## src/rtl/qspi_psram_ctrl.sv

```systemverilog
// QSPI PSRAM master: single-word requests become Quad Write (0x38) / Fast Read Quad (0xEB).
// Define QSPI_INIT_RESET_EN to send Reset Enable (0x66) then Reset (0x99) after rst.
module qspi_psram_ctrl #(
    parameter int unsigned SCK_HALF  = 2,
    parameter int unsigned DUMMY_CYC = 6,
    parameter int unsigned CE_GAP    = 4
) (
    input  logic        clk,
    input  logic        rst,
    input  logic        req_valid,
    output logic        req_ready,
    input  logic        req_we,
    input  logic [23:0] req_adr,
    input  logic [31:0] req_wdata,
    output logic        rsp_valid,
    output logic [31:0] rsp_rdata,
    output logic        init_done,
    output logic        sck,
    output logic        ce_n,
    output logic [3:0]  sio_out,
    output logic        sio_oe,
    input  logic [3:0]  sio_in
);

    localparam logic [15:0] HcLast    = 16'(SCK_HALF - 1);
    localparam logic [15:0] DummyLast = 16'(DUMMY_CYC - 1);
    localparam logic [15:0] GapLast   = 16'(CE_GAP - 1);

    typedef enum logic [3:0] {
        StInit, StInitCmd, StIdle, StCmd, StAdr, StWdat, StDummy, StRdat, StDesel
    } state_e;

    state_e      state_q, state_d;
    logic [15:0] cnt_q;
    logic [15:0] hc_q;
    logic        sck_q;
    logic        shifting;
    logic        sck_fall;
    logic        accept;
    logic        we_q;
    logic [23:0] adr_q;
    logic [31:0] wdata_q;
    logic [31:0] rdata_q;
    logic [31:0] rdata_nx;
    logic [31:0] rsp_rdata_q;
    logic        rsp_valid_q;
    logic        init_done_q;
    logic [4:0]  nib_off;
    logic [4:0]  adr_off;
    logic [7:0]  opcode;
`ifdef QSPI_INIT_RESET_EN
    logic        init_second_q;
`endif

    assign shifting = state_q inside {StInitCmd, StCmd, StAdr, StWdat, StDummy, StRdat};
    // Clk on which sck goes 1->0: outputs advance and sio_in is captured here.
    assign sck_fall = shifting && sck_q && (hc_q == HcLast);
    assign accept   = (state_q == StIdle) && req_valid;

    // Data nibble k: byte k/2 in address order, high nibble first.
    assign nib_off = {cnt_q[2:1], ~cnt_q[0], 2'b00};
    assign adr_off = 5'd20 - {cnt_q[2:0], 2'b00};

    always_comb begin
        rdata_nx = rdata_q;
        rdata_nx[nib_off +: 4] = sio_in;
    end

    always_ff @(posedge clk) begin
        if (rst) begin
            state_q <= StInit;
        end else begin
            state_q <= state_d;
        end
    end

    always_comb begin
        state_d = state_q;
        unique case (state_q)
            StInit: begin
`ifdef QSPI_INIT_RESET_EN
                if (cnt_q == 16'd15) state_d = StInitCmd;
`else
                state_d = StIdle;
`endif
            end
            StInitCmd: if (sck_fall && cnt_q == 16'd7) state_d = StDesel;
            StIdle:    if (req_valid) state_d = StCmd;
            StCmd:     if (sck_fall && cnt_q == 16'd7) state_d = StAdr;
            StAdr:     if (sck_fall && cnt_q == 16'd5) state_d = we_q ? StWdat : StDummy;
            StWdat:    if (sck_fall && cnt_q == 16'd7) state_d = StDesel;
            StDummy:   if (sck_fall && cnt_q == DummyLast) state_d = StRdat;
            StRdat:    if (sck_fall && cnt_q == 16'd7) state_d = StDesel;
            StDesel: begin
                if (cnt_q == GapLast) begin
`ifdef QSPI_INIT_RESET_EN
                    state_d = (!init_done_q && !init_second_q) ? StInitCmd : StIdle;
`else
                    state_d = StIdle;
`endif
                end
            end
            default:   state_d = StInit;
        endcase
    end

    always_comb begin
        ce_n      = 1'b1;
        sio_oe    = 1'b0;
        sio_out   = 4'h0;
        req_ready = 1'b0;
        opcode    = we_q ? 8'h38 : 8'hEB;
`ifdef QSPI_INIT_RESET_EN
        if (state_q == StInitCmd) opcode = init_second_q ? 8'h99 : 8'h66;
`endif
        unique case (state_q)
            StIdle: req_ready = 1'b1;
            StInitCmd, StCmd: begin
                ce_n    = 1'b0;
                sio_oe  = 1'b1;
                sio_out = {3'b000, opcode[3'd7 - cnt_q[2:0]]};
            end
            StAdr: begin
                ce_n    = 1'b0;
                sio_oe  = 1'b1;
                sio_out = adr_q[adr_off +: 4];
            end
            StWdat: begin
                ce_n    = 1'b0;
                sio_oe  = 1'b1;
                sio_out = wdata_q[nib_off +: 4];
            end
            StDummy, StRdat: ce_n = 1'b0;
            default: ;
        endcase
    end

    always_ff @(posedge clk) begin
        if (rst) begin
            cnt_q         <= '0;
            hc_q          <= '0;
            sck_q         <= 1'b0;
            we_q          <= 1'b0;
            adr_q         <= '0;
            wdata_q       <= '0;
            rdata_q       <= '0;
            rsp_rdata_q   <= '0;
            rsp_valid_q   <= 1'b0;
            init_done_q   <= 1'b0;
`ifdef QSPI_INIT_RESET_EN
            init_second_q <= 1'b0;
`endif
        end else begin
            rsp_valid_q <= 1'b0;
            if (state_d != state_q) begin
                cnt_q <= '0;
            end else if (sck_fall || state_q inside {StInit, StDesel}) begin
                cnt_q <= cnt_q + 16'd1;
            end
            if (shifting) begin
                if (hc_q == HcLast) begin
                    hc_q  <= '0;
                    sck_q <= ~sck_q;
                end else begin
                    hc_q <= hc_q + 16'd1;
                end
            end else begin
                hc_q  <= '0;
                sck_q <= 1'b0;
            end
            if (accept) begin
                we_q    <= req_we;
                adr_q   <= {req_adr[23:2], 2'b00};
                wdata_q <= req_wdata;
            end
            if (state_q == StRdat && sck_fall) begin
                rdata_q <= rdata_nx;
                if (cnt_q == 16'd7) begin
                    rsp_rdata_q <= rdata_nx;
                    rsp_valid_q <= 1'b1;
                end
            end
            if (state_d == StIdle) init_done_q <= 1'b1;
`ifdef QSPI_INIT_RESET_EN
            if (state_q == StDesel && state_d == StInitCmd) init_second_q <= 1'b1;
`endif
        end
    end

    assign sck       = sck_q;
    assign rsp_valid = rsp_valid_q;
    assign rsp_rdata = rsp_rdata_q;
    assign init_done = init_done_q;

endmodule
```

## config.mk

```make
export PLATFORM = sky130hd
export DESIGN_NAME = qspi_psram_ctrl
export DESIGN_NICKNAME = d
export VERILOG_FILES = /design/src/rtl/qspi_psram_ctrl.sv
export SDC_FILE = /design/constraint.sdc
export NUM_CORES = 1
export LEC_CHECK = 0
export ABC_AREA = 1
export CELL_PAD_IN_SITES_DETAIL_PLACEMENT = 1
export CELL_PAD_IN_SITES_GLOBAL_PLACEMENT = 1
export CORE_ASPECT_RATIO = 0.9
export CORE_MARGIN = 10
export CORE_UTILIZATION = 30
export DETAILED_ROUTE_END_ITERATION = 16
export DONT_BUFFER_PORTS = 1
export GPL_TIMING_DRIVEN = 0
export PLACE_DENSITY_LB_ADDON = 0.3
export SYNTH_ARGS = -nofsm -noshare
export SYNTH_HDL_FRONTEND = slang
export SYNTH_SLANG_ARGS = --single-unit
export TNS_END_PERCENT = 30
```

## constraint.sdc

```tcl
create_clock -name clk -period 2.8 [get_ports clk]
set_input_delay 0.42 -clock clk [delete_from_list [all_inputs] [get_ports clk]]
set_output_delay 0.42 -clock clk [all_outputs]
set_load 0.01 [all_outputs]
```

# == Word level (Yosys, flattened, before mapping) ==
# Cells that the tools add are included.
# classes
magnitude_cmp,1
div,0
multipliers,0
muxes,17
n_shift,4
n_bitwise,4
n_reduce_logical,19
n_eq_ne,14
addsub,5
# ops
operator,n
"adder 16 x 1 -> 16 bit, second input constant",2
bitwise mux 32 bit,1
"equality test 16 x 3 -> 1 bit, second input constant",2
"variable shift 4 x 7 -> 32 bit, first input constant",1
indexed part select 32 x 6 -> 4 bit,1
indexed part select 4 x 7 -> 32 bit,1
one-hot mux 4 bit (7 select lines),1
2-to-1 mux 4 bit,6
indexed part select 24 x 6 -> 4 bit,1
"equality test 16 x 1 -> 1 bit, second input constant",1
"equality test 16 x 2 -> 1 bit, second input constant",1
"equality test 4 x 3 -> 1 bit, second input constant",4
"equality test 4 x 2 -> 1 bit, second input constant",3
one-hot mux 4 bit (3 select lines),1
2-to-1 mux 8 bit,1
OR reduction 2 bit,4
negator 5 -> 7 bit,1
logical AND 1 bit,6
nonzero test 6 bit,1
OR reduction 3 bit,2
OR reduction 6 bit,1
2-to-1 mux 1 bit,5
"subtractor 5 bit, first input constant",1
"equality test 4 x 1 -> 1 bit, second input constant",1
12 further kinds,15
# totals
memories,0
inputBits,64
elab_cells,75
out_inout_bits,42
latch_bits,0
mem_bits_ro,0
ff_bits,158
ramBits,0

# == Longest topological paths before layout ==
# Gate-level depths: netlist of the first run.
# logic_depth
ltp_word,9
ltp_mapped,14
ltp_nobuf,13

# == Worst setup path before layout of the first run ==
# No wires, ideal clock.
# synth_timing
path_type,register to register
from,register cnt_q[1]
to,"register rsp_rdata_q[0], in the netlist rsp_rdata[0]"
arrival_ps,2419
n_path_buf,2
path_slack_ps,266
required_ps,2684
period_less_slack_ps,2534
path_stages_with_launch,10
setup_time_ps,116
cell_sequence,dfxtp_1 > clkbuf_1 > inv_1 > clkbuf_1 > ha_1 > ha_1 > nor4_1 > o21ai_0 > o21ai_0 > nor2_1
# synth_between
elab_chain_cells,3
word_cells_on_any_way,6
classes_between,1 x add/sub; 1 x eq/ne; 2 x shift; 1 x mux; 1 x reduce/logical
# synth_lines
item,line,text
from (decl),34,logic [15:0] cnt_q;
from (signal assigned),158,cnt_q <= cnt_q + 16'd1;
negator 5 -> 7 bit,66,rdata_nx[nib_off +: 4] = sio_in;
indexed part select 4 x 7 -> 32 bit or variable shift 4 x 7 -> 32 bit (tied branches),66,
bitwise mux 32 bit,66,
to (signal assigned),179,rsp_rdata_q <= rdata_nx;
to (decl),45,logic [31:0] rsp_rdata_q;
# Several ways; a longest one is shown, not always the timed one.
# A chain may end at the register's enable or synchronous reset.

# == Final worst setup path of the first run ==
# layout_timing
from,register cnt_q[1]
to,output sio_out[0]
# layout_between
elab_chain_cells,4
word_cells_on_any_way,7
classes_between,2 x add/sub; 2 x shift; 3 x mux
# layout_lines
item,line,text
branches (longest 3 deep; another with subtractor 5 bit),--,
one-hot mux 4 bit (3 select lines) (*),116,unique case (state_q)
to (decl),20,"output logic [3:0] sio_out,"
# Mark *: on every way between the ends. The select of a mux whose other input is x is not followed.

==> out/qor.tcl, run 1 <==
set qor(timing.max_cap.violations) 0
set qor(power.net_switching_mw) 1.38
set qor(post_drt_wl_per_cell_um) 17.5
set qor(synth_ff_type) {sky130_fd_sc_hd__dfxtp_1}
set qor(sequential_share_of_power_pct) 46.0
set qor(antenna_left) 0
set qor(floorplan.die.height_um) 170
set qor(synthesis.area_per_instance_um2) 7.22
set qor(cts-hold-fix-buffers) 0
set qor(detailed_router_s_first_iteration_violation_count) 356
set qor(worst_hold_path.num_cells) 2
set qor(hp-start) {req_adr[23]}
set qor(syn_area_um2) 7540
set qor(critical_path.endpoint_type) {primary output}
set qor(final_layout_size_suffix_gt1_share_pct) 10.6
set qor(cts_num_sinks) 158
set qor(worst_reg2reg_path_length_in_cells) 10
set qor(yosysWarnings) 0
set qor(setup.reg_to_reg.worst_slack_ns) 0.14
set qor(crit_path_start_kind) {flip-flop}
set qor(dpl_worst_slack_ns) -0.935
set qor(setup_tns_ns) 0
set qor(detailroute.via_count) 7015
set qor(ctsRootBufferMaster) {sky130_fd_sc_hd__clkbuf_16}
set qor(post_drt_via_cell_ratio) 4.96
set qor(rsz0062_at_grt) {false}
set qor(synth-compound-area-share_pct) 22.4
set qor(routabilityCongestion) 0.800
set qor(post_synth_main_area_contributors) {sky130_fd_sc_hd__dfxtp_1 (42%), sky130_fd_sc_hd__a21oi_1 (9.6%), sky130_fd_sc_hd__o21ai_0 (8.6%), sky130_fd_sc_hd__nand2_1 (6.2%), sky130_fd_sc_hd__nor2_1 (5.9%)}
set qor(grt_pass1_vias) 7064
set qor(synth-xor-area-share_pct) 1.63
set qor(die_x_um) 187
set qor(critical_path.reg2reg.startpoint) {cnt_q[1]}
set qor(final_min_period_over_clock_period_pct) 95.3
set qor(floorplan.initialDensity_pct) 30.8
set qor(number_of_flops_mapped_to_enable_cells_by_yosys) 0
set qor(path_class) {flip-flop to primary output}
set qor(worstPathMaxFanout) 11
set qor(yosysMostFrequentCell) {sky130_fd_sc_hd__dfxtp_1}
set qor(hpwl_um) 18700
set qor(timing_max_transition_violations_final) 0
set qor(synth_top_area_cell) {sky130_fd_sc_hd__dfxtp_1}
set qor(coreArea_um2) 24500
set qor(synthesis.instances) 1044
set qor(post_synth_num_cell_types) 39
set qor(antenna_violations_before_repair) 6
set qor(run_status) {complete, no violations}
set qor(final_design_area_no_fill_um2) 8600
set qor(clock_tree.htree_level_count) 4
set qor(row_count) 54
set qor(ys_ff_latch) 158
set qor(clock_power_share_pct) 45.6
set qor(clk_pin_slew_worst_paths_ns) 0.07
set qor(clock_latency_ns) 0.44
set qor(synth-simple-area-share_pct) 23.8
set qor(syn_to_final_growth_pct) 14.1
set qor(post_dp_cell_area_um2) 7960
set qor(nets) 1134
set qor(synth_adder_area_share_pct) 1.16
set qor(min_path_type) {input port to flip-flop}
set qor(overflow) 0
set qor(endpoint_arrival_time_on_the_critical_path_ns) 2.25
set qor(syn_nets) 1115
set qor(post-route-min-period_ns) 2.67
set qor(static-leakage-power_nw) 3.06
set qor(max-clock-path-buffers) 2
set qor(synth-seq-area-share_pct) 42.0
set qor(ir_drop_v) 0.000285
set qor(postLayoutSetupSlackWorst_ns) 0.133
set qor(final-hold-violation-count) 0
set qor(p_sw_share_pct) 27.2
set qor(die_area_um2) 31900
set qor(grt_first_pass_wirelength_um) 39200
set qor(tritoncts.num_buffers) 17
set qor(largest_family_of_logic_cells_by_synthesized_area) {simple AND/OR/NAND/NOR gates}
set qor(powerDensity_nw_per_um2) 588
set qor(port_buffers) 0
set qor(post_synth_mux_area_share_pct) 0
set qor(drtPass1Iterations) 4
set qor(worstReg2RegEnd) {rsp_rdata[4]}
set qor(maxClockFrequency_mhz) 375
set qor(timing_worst_slew_pin_value_ns) 0.650
set qor(final-setup-viol-count) 0
set qor(tritoncts) {built}
set qor(ys_async_sr_fraction_pct) 0
set qor(worst_hold_slack_ns) 0.147
set qor(hold_path_end) {adr_q[23]}
set qor(p_comb_share_pct) 8.4
set qor(final.setup_skew_ns) 0.0154
set qor(slew_headroom_pct) 56.6
set qor(detail_route.drc_violations) 0
set qor(synth_largest_type_area_fraction_pct) 42.0
set qor(intPower_mw) 3.69
set qor(totalWireLength_um) 24700
set qor(worst_ep_required_time_ns) 2.38
set qor(globalRouteTotalUtil_pct) 15.3
set qor(grt_start_max_net_pins) 17
set qor(pin_count) 106
set qor(netlist_top_cells_count) {sky130_fd_sc_hd__dfxtp_1 (158), sky130_fd_sc_hd__a21oi_1 (144), sky130_fd_sc_hd__o21ai_0 (129)}
-- stage by stage --
stage | power [mW] | utilization (%) | std cells
after floorplan | 2.66 | - | 1044
after global placement | 2.79 | 32.5 | 1380
after detailed placement | 2.80 | 32.5 | 1380
after CTS | 5.11 | 35.0 | 1411
after global routing | 5.28 | 35.2 | 1412
final | 5.06 | 35.2 | 1414
-- cells by family after synthesis --
group           count (synthesis)
simple gates                  380
compound gates                312
buf+inv                       173
flops                         158
xor+xnor                       14
fa+ha+maj                       7
-- worst max path at each step --
| stage | start | end | slack [ns] |
|---|---|---|---|
| floorplan | cnt_q[1] | rsp_rdata[0] | 0.27 |
| global placement | cnt_q[1] | rsp_rdata[2] | -0.88 |
| detailed placement | cnt_q[1] | rsp_rdata[2] | -0.93 |
| CTS | cnt_q[1] | sio_out[0] | 0.006 |
| global route | cnt_q[1] | sio_out[0] | 0.0001 |
| finish | cnt_q[1] | sio_out[0] | 0.13 |
-- metal layers --
metal / wire length [um] / share of wire [%] / GRT usage, % / up-vias
li1: - / - / - / 3530
met1: 11500 / 47 / 19.4 / 3356
met2: 11500 / 47 / 24.7 / 98
met3: 1370 / 5.6 / 4.80 / 25
met4: 251 / 1.0 / 3.99 / 6
met5: 23 / 0.093 / 0 / -
-- flip-flops by register name, summed over array words and instances (netlist names), 4 cells and up --
| name | cells |
|---|---|
| rsp_rdata | 32 |
| cnt_q | 16 |
| rdata_q | 32 |
| hc_q | 16 |
| adr_q | 22 |
| state_q | 4 |
| wdata_q | 32 |
-- area by class of cell --
class,instances,area [um^2]
Antenna cell,3,7.51
Sequential cell,158,3160
Fill cell,3091,15900
Tap cell,336,420
Multi-Input combinational cell,713,3740
Clock buffer,18,439
Buffer,57,272
Inverter,116,438
Clock inverter,13,129
-- power by group through the flow --
stage / Sequential, mW / Combinational [mW] / Clock [mW]
final: 2.33 / 0.426 / 2.31
after global routing: 2.34 / 0.477 / 2.47
after CTS: 2.33 / 0.424 / 2.36
after detailed placement: 2.38 / 0.415 / 0
after global placement: 2.38 / 0.409 / 0
after floorplan: 2.37 / 0.291 / 0
-- critical path, cell delays in order (launching register included) --
cell and delay, ns:
sky130_fd_sc_hd__dfxtp_1 0.33, sky130_fd_sc_hd__clkbuf_4 0.19, sky130_fd_sc_hd__inv_1 0.13, sky130_fd_sc_hd__buf_6 0.17, sky130_fd_sc_hd__ha_2 0.32, sky130_fd_sc_hd__nor2_2 0.16
sky130_fd_sc_hd__a32oi_1 0.12, sky130_fd_sc_hd__o211ai_1 0.38
-- what timing repair did --
action,4_1_cts,5_1_grt
setup buffers,0,0
setup endpoints to repair,68,42
hold endpoints to repair,0,0
resized for setup,17,15
pin swaps,1,1
-- placed cells by master, fill, tap and decap left out, types with 3 or more instances in the layout --
cell type	instances
sky130_fd_sc_hd__xor2_1	13
sky130_fd_sc_hd__clkbuf_16	17
sky130_fd_sc_hd__nor2_1	115
sky130_fd_sc_hd__nand3_1	63
sky130_fd_sc_hd__nor2_2	13
sky130_fd_sc_hd__nor3_2	10
sky130_fd_sc_hd__ha_1	5
sky130_fd_sc_hd__buf_2	7
sky130_fd_sc_hd__nand2_2	9
sky130_fd_sc_hd__nand4_1	7
sky130_fd_sc_hd__o21ai_0	126
sky130_fd_sc_hd__nor2_4	5
sky130_fd_sc_hd__inv_2	4
sky130_fd_sc_hd__buf_6	4
sky130_fd_sc_hd__inv_1	111
sky130_fd_sc_hd__diode_2	3
sky130_fd_sc_hd__a211oi_1	21
sky130_fd_sc_hd__clkbuf_1	38
sky130_fd_sc_hd__a21oi_1	144
sky130_fd_sc_hd__nand3_2	7
sky130_fd_sc_hd__nand2_1	125
sky130_fd_sc_hd__dfxtp_1	158
sky130_fd_sc_hd__nor3_1	17
sky130_fd_sc_hd__inv_6	6
sky130_fd_sc_hd__nor3b_1	4
sky130_fd_sc_hd__clkbuf_2	3
Note: power is estimated with default switching activity, not from simulation.
==> run 2: changes to the inputs <==
Settings changed: MAX_ROUTING_LAYER from default to met4.
==> out/qor.tcl, run 2 (synthesized netlist as in run 1, its figures left out) <==
set qor(worstPathCellList) {clkbuf_4 > inv_1 > buf_6 > ha_2 > nor2_2 > a32oi_1 > o211ai_1}
set qor(detailroute.via_count) 6994 ;# -0.30%
set qor(clock_latency_ns) 0.44 ;# about the same
set qor(coreArea_um2) 24500 ;# unchanged
set qor(p_sw_share_pct) 27.2 ;# -0.031 points
set qor(final_layout_size_suffix_gt1_share_pct) 10.6 ;# unchanged
set qor(globalRouteTotalUtil_pct) 15.7 ;# +0.44 points
set qor(min_path_type) {input port to flip-flop}
set qor(static-leakage-power_nw) 3.06 ;# about the same
set qor(intPower_mw) 3.69 ;# about the same
set qor(final-hold-violation-count) 0 ;# unchanged
set qor(max-clock-path-buffers) 2 ;# unchanged
set qor(path_class) {flip-flop to primary output}
set qor(detail_route.drc_violations) 0 ;# unchanged
set qor(grt_first_pass_wirelength_um) 39100 ;# -0.23%
set qor(grt_start_max_net_pins) 17 ;# unchanged
set qor(cts-hold-fix-buffers) 0 ;# unchanged
set qor(post-route-min-period_ns) 2.68 ;# +0.0117 ns
set qor(post_drt_via_cell_ratio) 4.94 ;# -0.51%
set qor(post_drt_wl_per_cell_um) 17.4 ;# -0.39%
set qor(timing_worst_slew_pin_value_ns) 0.661 ;# +0.0107 ns
set qor(overflow) 0 ;# unchanged
set qor(antenna_violations_before_repair) 6 ;# unchanged
set qor(row_count) 54 ;# unchanged
set qor(maxClockFrequency_mhz) 373 ;# -0.44%
set qor(layout.cells.most_common_list) {sky130_fd_sc_hd__dfxtp_1 (158), sky130_fd_sc_hd__a21oi_1 (144), sky130_fd_sc_hd__o21ai_0 (126), sky130_fd_sc_hd__nand2_1 (125), sky130_fd_sc_hd__nor2_1 (115)}
set qor(sequential_share_of_power_pct) 46.0 ;# about the same
set qor(worst_ep_required_time_ns) 2.38 ;# about the same
set qor(drtPass1Iterations) 4 ;# unchanged
set qor(endpoint_arrival_time_on_the_critical_path_ns) 2.26 ;# about the same
set qor(final-instance-count-excl-fill) 1417 ;# +0.21%
set qor(routabilityCongestion) 0.808 ;# +1.1%
set qor(syn_to_final_growth_pct) 14.2 ;# about the same
set qor(tritoncts.num_buffers) 17 ;# unchanged
set qor(layout.cells.most_common) {sky130_fd_sc_hd__dfxtp_1}
set qor(tritoncts) {built}
set qor(clock_tree.htree_level_count) 4 ;# unchanged
set qor(critical_path.endpoint_type) {primary output}
set qor(hpwl_um) 18700 ;# unchanged
set qor(finish.utilization_pct) 35.2 ;# about the same
set qor(final-setup-viol-count) 0 ;# unchanged
set qor(crit_path_start_kind) {flip-flop}
set qor(worst_path_largest_cell_delay_ns) 0.39 ;# about the same
set qor(power.net_switching_mw) 1.38 ;# -0.16%
set qor(run_status) {complete, no violations}
set qor(final_min_period_over_clock_period_pct) 95.7 ;# +0.42 points
set qor(grt_pass1_vias) 7094 ;# +0.42%
set qor(port_buffers) 0 ;# unchanged
set qor(clk_pin_slew_worst_paths_ns) 0.07 ;# about the same
set qor(slew_headroom_pct) 55.9 ;# -0.71 points
set qor(floorplan.initialDensity_pct) 30.8 ;# unchanged
set qor(clock_power_share_pct) 45.6 ;# about the same
set qor(totalPowerFinal_mw) 5.06 ;# about the same
set qor(final.setup_skew_ns) 0.0152 ;# -0.000240 ns
set qor(ir_drop_v) 0.000285 ;# +0.12%
set qor(die_x_um) 187 ;# unchanged
set qor(floorplan.die.height_um) 170 ;# unchanged
set qor(p_comb_share_pct) 8.4 ;# about the same
set qor(crit_path_top_delay_cell) {sky130_fd_sc_hd__o211ai_1}
set qor(worstPathMaxFanout) 11 ;# unchanged
set qor(timing.max_cap.violations) 0 ;# unchanged
set qor(powerDensity_nw_per_um2) 588 ;# -0.13%
set qor(nets) 1134 ;# unchanged
set qor(ctsRootBufferMaster) {sky130_fd_sc_hd__clkbuf_16}
set qor(cts_num_sinks) 158 ;# unchanged
set qor(die_area_um2) 31900 ;# unchanged
set qor(place_inst) 1380 ;# unchanged
set qor(detailed_router_s_first_iteration_violation_count) 326 ;# -8.4%
set qor(timing_max_transition_violations_final) 0 ;# unchanged
set qor(setup_tns_ns) 0 ;# unchanged
set qor(pin_count) 106 ;# unchanged
set qor(antenna_left) 0 ;# unchanged
set qor(totalWireLength_um) 24600 ;# -0.18%
## run 2: cell count changes in the layout (fill, tap and decap cells not counted)
| cell | before | now |
|---|---|---|
| sky130_fd_sc_hd__diode_2 | 3 | 6 |
## run 2: final cells by class
class,count,area [um^2]
fillers,3094,15800
multi-input cells,713,3740
flip-flops and latches,158,3160
clock buffers,18,439
inverters,116,438
well taps,336,420
plain buffers,57,272
clock inverters,13,129
diodes,6,15.0
## run 2: metrics by stage
step                hold WS, ns  cell area (um^2)  setup WS (ns)
finish                    0.147              8610          0.121
global route              0.122              8610      -0.000366
CTS                       0.129              8570        0.00601
detailed placement        0.442              7960         -0.935
global placement          0.435              7960         -0.878
floorplan                 0.425              7540          0.266
## run 2: final timing paths
kind	end	depth (start not counted)	slack (ns)	from
hold reg to reg	rdata_q[28]	2	0.46	rdata_q[28]
setup reg to reg	rsp_rdata[4]	10	0.12	cnt_q[1]
setup / recovery	sio_out[0]	7	0.12	cnt_q[1]
hold / removal	wdata_q[8]	2	0.15	req_wdata[8]
## run 2: power by group through the flow
stage               logic, mW  clock network [mW]  registers, mW
floorplan               0.291                   0           2.37
global placement        0.409                   0           2.38
detailed placement      0.415                   0           2.38
CTS                     0.424                2.36           2.33
global route            0.477                2.48           2.34
finish                  0.425                2.31           2.33
## run 2: repair_timing
action	4_1_cts	5_1_grt
buffers inserted	0	0
setup endpoints to repair	68	41
pin swaps	1	1
resized for setup	17	15
## run 2: routing by layer
layer  part of all wire [%]  global-route usage [%]  up-vias  wire [um]
met2                     47                    24.7       78      11500
met1                     48                    19.6     3369      11900
met4                   0.76                    3.89        0        188
li1                       -                       -     3538          -
met5                      0                       -        -          0
met3                    4.3                    4.43        9       1060
## run 2: critical path: cells and delay by family (launching register included)
kind | cells | cell delay, ns
compound gates | 2 | 0.52
buf+inv | 3 | 0.49
flops | 1 | 0.33
fa+ha+maj | 1 | 0.32
simple gates | 1 | 0.16
==> run 3: changes to the inputs <==
Settings changed: SKIP_CTS_REPAIR_TIMING from default to 1.
==> out/qor.tcl, run 3 (synthesized netlist as in run 1, its figures left out) <==
set qor(antenna_violations_before_repair) 6 ;# unchanged
set qor(critical_path.reg2reg.startpoint) {cnt_q[1]}
set qor(timing_max_transition_violations_final) 0 ;# unchanged
set qor(fillCellCount) 3095 ;# +0.032%
set qor(ir_drop_v) 0.000285 ;# about the same
set qor(grt_pass1_vias) 7085 ;# -0.13%
set qor(min_path_type) {input port to flip-flop}
set qor(totalWireLength_um) 24700 ;# +0.24%
set qor(critPathLaunch) {cnt_q[1]}
set qor(grt_start_max_net_pins) 17 ;# unchanged
set qor(path_class) {flip-flop to primary output}
set qor(grt_first_pass_wirelength_um) 39000 ;# -0.19%
set qor(crit_path_start_kind) {flip-flop}
set qor(slew_headroom_pct) 56.5 ;# +0.60 points
set qor(static-leakage-power_nw) 3.06 ;# about the same
set qor(final-setup-viol-count) 0 ;# unchanged
set qor(cts_num_sinks) 158 ;# unchanged
set qor(overflow) 0 ;# unchanged
set qor(worst_reg2reg_path_length_in_cells) 10 ;# unchanged
set qor(row_count) 54 ;# unchanged
set qor(post_drt_via_cell_ratio) 4.92 ;# -0.31%
set qor(run_status) {complete, no violations}
set qor(worst_hold_slack_ns) 0.147 ;# -0.0000980 ns
set qor(hp-start) {req_wdata[8]}
set qor(layout.cells.most_common) {sky130_fd_sc_hd__dfxtp_1}
set qor(hpwl_um) 18700 ;# unchanged
set qor(rsz0062_at_grt) {false}
set qor(layout.cells.most_common_list) {sky130_fd_sc_hd__dfxtp_1 (158), sky130_fd_sc_hd__a21oi_1 (144), sky130_fd_sc_hd__o21ai_0 (126), sky130_fd_sc_hd__nand2_1 (125), sky130_fd_sc_hd__nor2_1 (115)}
set qor(final_layout_size_suffix_gt1_share_pct) 10.6 ;# unchanged
set qor(detailroute.via_count) 6972 ;# -0.31%
set qor(die_x_um) 187 ;# unchanged
set qor(worstPathMaxFanout) 11 ;# unchanged
set qor(max-clock-path-buffers) 2 ;# unchanged
set qor(critical_path.endpoint_type) {primary output}
set qor(powerDensity_nw_per_um2) 587 ;# about the same
set qor(final-hold-violation-count) 0 ;# unchanged
set qor(post_drt_wl_per_cell_um) 17.4 ;# +0.24%
set qor(clock_tree.htree_level_count) 4 ;# unchanged
set qor(tritoncts.num_buffers) 17 ;# unchanged
set qor(syn_to_final_growth_pct) 14.3 ;# about the same
set qor(globalRouteTotalUtil_pct) 15.7 ;# -0.036 points
set qor(timing.max_cap.violations) 0 ;# unchanged
set qor(drtPass1Iterations) 4 ;# unchanged
set qor(timing_worst_slew_pin_value_ns) 0.652 ;# -0.00900 ns
set qor(setup.reg_to_reg.worst_slack_ns) 0.15 ;# +0.03 ns
set qor(final-instance-count-excl-fill) 1417 ;# unchanged
set qor(worst_ep_required_time_ns) 2.38 ;# about the same
set qor(tritoncts) {built}
set qor(port_buffers) 0 ;# unchanged
set qor(post-route-min-period_ns) 2.66 ;# -0.0188 ns
set qor(die_area_um2) 31900 ;# unchanged
set qor(worst_hold_path.num_cells) 2 ;# unchanged
set qor(detailed_router_s_first_iteration_violation_count) 333 ;# +2.1%
set qor(routabilityCongestion) 0.808 ;# unchanged
set qor(detail_route.drc_violations) 0 ;# unchanged
set qor(final_min_period_over_clock_period_pct) 95.0 ;# -0.67 points
set qor(endpoint_arrival_time_on_the_critical_path_ns) 2.24 ;# -0.02 ns
set qor(clock_latency_ns) 0.44 ;# about the same
set qor(clk_pin_slew_worst_paths_ns) 0.07 ;# about the same
set qor(place_inst) 1380 ;# unchanged
set qor(ctsRootBufferMaster) {sky130_fd_sc_hd__clkbuf_16}
set qor(maxClockFrequency_mhz) 376 ;# +0.71%
set qor(coreArea_um2) 24500 ;# unchanged
set qor(antenna_left) 0 ;# unchanged
set qor(floorplan.die.height_um) 170 ;# unchanged
set qor(nets) 1134 ;# unchanged
set qor(final.setup_skew_ns) 0.0151 ;# -0.0000672 ns
set qor(floorplan.initialDensity_pct) 30.8 ;# unchanged
set qor(pin_count) 106 ;# unchanged
-- run 3: changes by cell type in the layout (fill, tap and decap cells not counted) --
cell,before,now
sky130_fd_sc_hd__clkbuf_4,2,1
sky130_fd_sc_hd__buf_4,2,3
sky130_fd_sc_hd__buf_6,4,3
sky130_fd_sc_hd__buf_8,0,1
-- run 3: path summary, 6_finish.rpt --
path	endpoint
max	sio_out[0]
min reg2reg	rdata_q[0]
max reg2reg	rsp_rdata[4]
min	wdata_q[8]
-- run 3: layout make-up --
cell class	instances	area, um^2	share of cell area, %
clock buffer	18	439	5.10
clock inverter	13	129	1.50
inverter	116	438	5.08
multi-input combinational	713	3740	43.4
tap	336	420	4.88
antenna	6	15.0	0.174
buffer	57	275	3.19
sequential	158	3160	36.7
-- run 3: metrics by stage --
step           setup WS, ns  power [mW]  TNS [ns]  util, %  cell area [um^2]
3_3_place_gp         -0.878        2.79    -13.58     32.5              7960
6_report              0.140        5.06         0     35.2              8620
5_1_grt              0.0211        5.29         0     35.2              8620
2_1_floorplan         0.266        2.66         0        -              7540
3_5_place_dp         -0.935        2.80    -17.82     32.5              7960
4_1_cts              -0.938        5.10    -20.60     34.9              8530
-- run 3: power by group --
part	total [mW]	internal, mW	switching [mW]
clock	2.31	1.27	1.04
sequential	2.33	2.30	0.0271
combinational	0.426	0.118	0.308
-- run 3: critical path, stage by stage (launching register included) --
cell and delay [ns]:
sky130_fd_sc_hd__dfxtp_1 0.33, sky130_fd_sc_hd__buf_4 0.18, sky130_fd_sc_hd__inv_1 0.13, sky130_fd_sc_hd__buf_8 0.17, sky130_fd_sc_hd__ha_2 0.32, sky130_fd_sc_hd__nor2_2 0.16
sky130_fd_sc_hd__a32oi_1 0.13, sky130_fd_sc_hd__o211ai_1 0.40
-- run 3: metal layers --
metal  routed length [um]  share of wire (%)  GRT usage, %
met1                12000                 49          19.6
met2                11400                 46          24.7
met3                 1060                4.3          4.43
met4                  211               0.85          3.89
met5                    0                  0             -
